<file path="src/rtl/sw_ptr_regfile.sv">
// sw_ptr_regfile: snoops TRN rx memory writes to a BAR window and captures 64-bit software pointers
module sw_ptr_regfile #(
  parameter int BARHIT = 2,
  parameter int NUM_REGS = 4,
  parameter int ADDR_W = 12,
  parameter logic [ADDR_W-1:0] REG_BASE = 12'h040
) (
  input  logic                  clk,
  input  logic                  rst_n,
  input  logic [63:0]           trn_rd,
  input  logic [7:0]            trn_rrem_n,
  input  logic                  trn_rsof_n,
  input  logic                  trn_reof_n,
  input  logic                  trn_rsrc_rdy_n,
  input  logic [6:0]            trn_rbar_hit_n,
  output logic [NUM_REGS*64-1:0] sw_ptr,
  output logic [NUM_REGS-1:0]   sw_ptr_upd,
  output logic [15:0]           drop_cnt
);
  localparam int IW = NUM_REGS > 1 ? $clog2(NUM_REGS) : 1;
  localparam logic [ADDR_W-4:0] NR = (ADDR_W-3)'(NUM_REGS);
  typedef enum logic [2:0] {IDLE, HDR32, DAT32, HDR64, DAT64, DRAIN} state_t;
  state_t st, nxt;
  logic acc, sof, eof, hit, mwr32, mwr64, hdr_ok, a_ok;
  logic len2_q, hdr_ok_q, hi_q, stg_v;
  logic [IW-1:0] idx_q, stg_idx, a_idx, c_idx;
  logic [31:0] d0_q, stg_lo, c_d0, c_d1;
  logic [ADDR_W-1:0] addr, off;
  logic [9:0] len;
  logic [1:0] drop_n;
  logic [16:0] drop_sum;
  logic cm, c_len2, c_hi;
  logic unused;
  function automatic logic [31:0] bswap(input logic [31:0] d);
    return {d[7:0], d[15:8], d[23:16], d[31:24]};
  endfunction
  assign acc = !trn_rsrc_rdy_n;
  assign sof = !trn_rsof_n;
  assign eof = !trn_reof_n;
  assign hit = !trn_rbar_hit_n[BARHIT];
  assign mwr32 = trn_rd[62:56] == 7'h40;
  assign mwr64 = trn_rd[62:56] == 7'h60;
  assign len = trn_rd[41:32];
  assign hdr_ok = trn_rd[3:0] == 4'hF && (len == 10'd1 || (len == 10'd2 && trn_rd[7:4] == 4'hF));
  // MWr32 carries addr[31:2] in the upper DW; MWr64 carries the low address DW in the lower half
  assign addr = st == HDR64 ? trn_rd[ADDR_W-1:0] : {trn_rd[ADDR_W+31:34], 2'b00};
  assign off = addr - REG_BASE;
  assign a_idx = off[IW+2:3];
  assign a_ok = hdr_ok_q && addr >= REG_BASE && off[ADDR_W-1:3] < NR && !(len2_q && addr[2]);
  assign drop_sum = {1'b0, drop_cnt} + {15'd0, drop_n};
  assign unused = ^{trn_rrem_n, trn_rd, trn_rbar_hit_n, off};
  always_comb begin
    nxt = st;
    cm = 1'b0;
    drop_n = 2'd0;
    c_len2 = len2_q;
    c_hi = hi_q;
    c_idx = idx_q;
    c_d0 = d0_q;
    c_d1 = bswap(trn_rd[31:0]);
    if (acc && sof) begin
      nxt = eof ? IDLE : !hit ? DRAIN : mwr32 ? HDR32 : mwr64 ? HDR64 : DRAIN;
      drop_n = 2'(st inside {HDR32, DAT32, HDR64, DAT64}) + 2'(hit && (mwr32 || mwr64) && eof);
    end else if (acc) begin
      case (st)
        HDR32: begin
          cm = a_ok && !len2_q && eof;
          c_len2 = 1'b0;
          c_hi = addr[2];
          c_idx = a_idx;
          c_d0 = bswap(trn_rd[31:0]);
          nxt = eof ? IDLE : (a_ok && len2_q) ? DAT32 : DRAIN;
          drop_n = {1'b0, !(a_ok && (len2_q != eof))};
        end
        DAT32: begin
          cm = eof;
          c_d1 = bswap(trn_rd[63:32]);
          nxt = eof ? IDLE : DRAIN;
          drop_n = {1'b0, !eof};
        end
        HDR64: begin
          nxt = eof ? IDLE : a_ok ? DAT64 : DRAIN;
          drop_n = {1'b0, !(a_ok && !eof)};
        end
        DAT64: begin
          cm = eof;
          c_d0 = bswap(trn_rd[63:32]);
          nxt = eof ? IDLE : DRAIN;
          drop_n = {1'b0, !eof};
        end
        DRAIN: nxt = eof ? IDLE : DRAIN;
        default: nxt = st;
      endcase
    end
  end
  always_ff @(posedge clk or negedge rst_n)
    if (!rst_n) begin
      st <= IDLE;
      sw_ptr <= '0;
      sw_ptr_upd <= '0;
      drop_cnt <= '0;
      stg_v <= 1'b0;
      stg_idx <= '0;
      stg_lo <= '0;
      len2_q <= 1'b0;
      hdr_ok_q <= 1'b0;
      hi_q <= 1'b0;
      idx_q <= '0;
      d0_q <= '0;
    end else begin
      st <= nxt;
      sw_ptr_upd <= '0;
      drop_cnt <= drop_sum[16] ? 16'hFFFF : drop_sum[15:0];
      if (acc && sof) begin
        len2_q <= len == 10'd2;
        hdr_ok_q <= hdr_ok;
      end
      if (acc && !sof && (st == HDR32 || st == HDR64)) begin
        hi_q <= addr[2];
        idx_q <= a_idx;
        d0_q <= bswap(trn_rd[31:0]);
      end
      // a low-half 1-DW write is parked in the single stage until its high half arrives
      if (cm && c_len2) begin
        sw_ptr[64*c_idx +: 64] <= {c_d1, c_d0};
        sw_ptr_upd[c_idx] <= 1'b1;
        if (stg_idx == c_idx) stg_v <= 1'b0;
      end else if (cm && !c_hi) begin
        stg_v <= 1'b1;
        stg_idx <= c_idx;
        stg_lo <= c_d0;
      end else if (cm) begin
        sw_ptr[64*c_idx +: 64] <= {c_d0, (stg_v && stg_idx == c_idx) ? stg_lo : sw_ptr[64*c_idx +: 32]};
        sw_ptr_upd[c_idx] <= 1'b1;
        stg_v <= 1'b0;
      end
    end
endmodule
</file>
<file path="config.mk">
export PLATFORM = sky130hd
export DESIGN_NAME = sw_ptr_regfile
export DESIGN_NICKNAME = d
export VERILOG_FILES = /design/src/rtl/sw_ptr_regfile.sv
export SDC_FILE = /design/constraint.sdc
export NUM_CORES = 1
export LEC_CHECK = 0
export ABC_AREA = 1
export CORE_MARGIN = 2
export CORE_UTILIZATION = 40
export DETAILED_ROUTE_END_ITERATION = 10
export DONT_BUFFER_PORTS = 1
export PLACE_DENSITY = 0.53
export SLEW_MARGIN = 5
export SYNTH_ARGS = -nofsm -noshare
export SYNTH_HDL_FRONTEND = slang
export SYNTH_SLANG_ARGS = --single-unit
</file>
<file path="constraint.sdc">
create_clock -name clk -period 6 [get_ports clk]
set_input_delay 1.2 -clock clk [delete_from_list [all_inputs] [get_ports clk]]
set_output_delay 1.2 -clock clk [all_outputs]
set_load 0.02 [all_outputs]
</file>
==> out/summary.txt <==
CP arrival: 4.91 ns
Ys Warns: 0
Pwr Density: 500 nW/µm²
global-route usage over all layers: 33.1%
Post-Route Setup TNS: 0 ns
WS Path Type: register to register
final setup vio count: 0
Fmax: 228 MHz
sequential area share after synthesis: 37.8%
CP Capture Type: register
dpl hpwl: 69.4 mm
FF+latch count, synth: 351
via/cell ratio: 5.45
Post-synth EDFFs: 0
Non-Filler Instances: 4373
slowest stage delay, CP: 0.69 ns
count of final hold-check violations: 0
commonest non-fill, non-tap cell in the layout: nand2_1
vias in the first global route: 22.0k
CTS resizes: 0
Post-Syn Instances: 3734
area leader, netlist: dfrtp_1
post-synthesis area per instance: 6.23 µm²
initial core utilization: 40.4%
P&R area growth vs syn: 7.16%
status: complete, no violations
syn nets: 3826
Routed wire per std cell: 23.1 µm
Final period util: 73.2%
Routed Antenna Nets: 0
Residual DRC: 0
RSZ-0062 raised after global routing: false
root buffer cell: clkbuf_16
# port buffers: 0
Placed Cells: 4296
share of cells above drive strength 1: 4.46%
hold buffer count at cts: 0
Reg area: 8780 µm²
most used cell, CP: nand2_1
share of the synthesized area in the top cell type: 37.8%
H-tree depth: 2
Longest Clk Path Bufs: 3
Clock Latency Late Sink: 0.61 ns
Yosys cell types: 42
Crit path buffers/inverters: 3
Slowest cell on crit path: dfrtp_1
Slew Limit Fails: 0
Final Critical Period: 4.39 ns
most frequent cells in the layout: nand2_1 (1534), inv_1 (364), dfrtp_1 (350)
Overflow after GRT: 0
Setup Buffers After CTS: 0
clock slew seen by the registers of the worst setup and hold paths: 0.06 ns
number of fill cells in the layout: 6127
Synth async-reset ratio: 100%
io pins: 360
CP required: 6.52 ns
Rows: 88
clk sinks: 351
Core Region: 57600 µm²
Post-Syn Area: 23200 µm²
top cells by area, synth: dfrtp_1 (38%), nand2_1 (25%), nand3_1 (7.3%)
R2R Setup Slk: 1.61 ns
vias: 23.8k
Leak: 13.1 nW
Die X: 245 µm
first-pass GRT wire length: 149 mm
CTS buffer count: 44
Startpoint Class: register
delay-heaviest family, CP: simple AND/OR/NAND/NOR gates
area taken by multi-input logic gates: 11900 µm²
Finished Core Util: 43.3%
crit-path cells: nand2_1 > nor2_1 > nand2_1 > nand2_1 > nand2_1 > nand2_2 > ha_1 > inv_1 > nand3_2 > clkinv_2 > nand2_2 > inv_2 > nand2_1 > a21boi_1
Hold Crit Class: input pin to asynchronous set/reset pin
Synth Flop Type: dfrtp_1
Pwr Total: 0.0125 W
CTS tree: done
antenna violations before repair: 0
ANT cells: 0
Critical Path Fanout Max: 34
final wirelength: 101 mm
worst slew pin tran: 1.36 ns
Setup Skew: 0.0184 ns
die footprint: 60100 µm²
maximum VDD drop: 0.248 mV
routability cong.: 0.910
Max-Cap Viols: 0
Die H: 245 µm
pin count of the biggest net entering global routing: 352
nets@finish: 3669
drt pass-1 iters: 6
Max-slew headroom: 8.61%
Iteration-0 DRC Markers: 2502
cell families (layout without fill, tap and decap cells):
family          count (synthesis)  count (layout)  synth area share (%)
simple gates                 2354            2354                  41.5
buf+inv                       633             507                  11.3
compound gates                382             382                  8.65
flops                         351             351                  37.8
fa+ha+maj                       8               8                 0.463
xor+xnor                        6               6                 0.226
layer usage:
layer / global-route usage (%) / share of wire, % / routed length (µm) / up-vias
li1: - / - / - / 11300
met1: 45.2 / 43 / 43100 / 11300
met2: 49.0 / 42 / 42600 / 1075
met3: 11.2 / 12 / 11700 / 156
met4: 10.9 / 3.5 / 3510 / 0
met5: 0 / 0 / 0 / -
cell type report:
class                   count  share of cell area, %
clock buffers              63                   4.99
clock inverters            14                  0.819
repair buffers             49                   1.63
inverters                 381                   5.79
multi-input cells        2750                   47.7
well taps                 765                   3.84
flip-flops and latches    351                   35.3
metrics by stage:
step | worst slack [ns] | hold slack (ns) | cell area [µm²]
floorplan | 2.26 | 0.451 | 23200
global placement | 1.14 | 0.468 | 23500
detailed placement | 1.07 | 0.476 | 23500
CTS | 1.64 | 0.292 | 24900
global route | 1.09 | 0.284 | 24900
finish | 1.61 | 0.298 | 24900
registers in the layout (all words and copies together) (netlist names):
name / count
drop_cnt: 16
stg_lo: 32
sw_ptr: 256
hi_q: 1
sw_ptr_upd: 4
len2_q: 1
st: 3
idx_q: 2
stg_v: 1
hdr_ok_q: 1
d0_q: 32
stg_idx: 2
power breakdown:
group	switching [W]	internal, W
logic	0.00416	0.00147
registers	0.00109	0.00299
clock network	0.00114	0.00161
final timing paths:
path | start | end | depth (start not counted)
min in group clk | hi_q | hi_q | 2
worst max register to register | st[1] | sw_ptr[6] | 14
worst min-delay path | rst_n | sw_ptr[138] | 0
worst max-delay path | st[1] | sw_ptr[6] | 14
worst min register to register | hi_q | hi_q | 2
max in group asynchronous | rst_n | stg_lo[22] | 0
Yosys cell counts, drive strengths merged, types with 8 or more instances:
cell type	number
inv	377
nand4	78
clkbuf	93
nand2	1546
o22ai	8
buf	159
a21boi	29
o21ai	273
nor2	348
a21oi	66
nor3	32
nand3	345
dfrtp	351
worst register-to-register path: cells and delay by family (launching register included):
kind,cells,cell delay [ns]
fa+ha+maj,1,0.42
flops,1,0.69
buf+inv,3,1.36
compound gates,1,0.17
simple gates,9,1.70
Power figures use the tool's default switching activity.
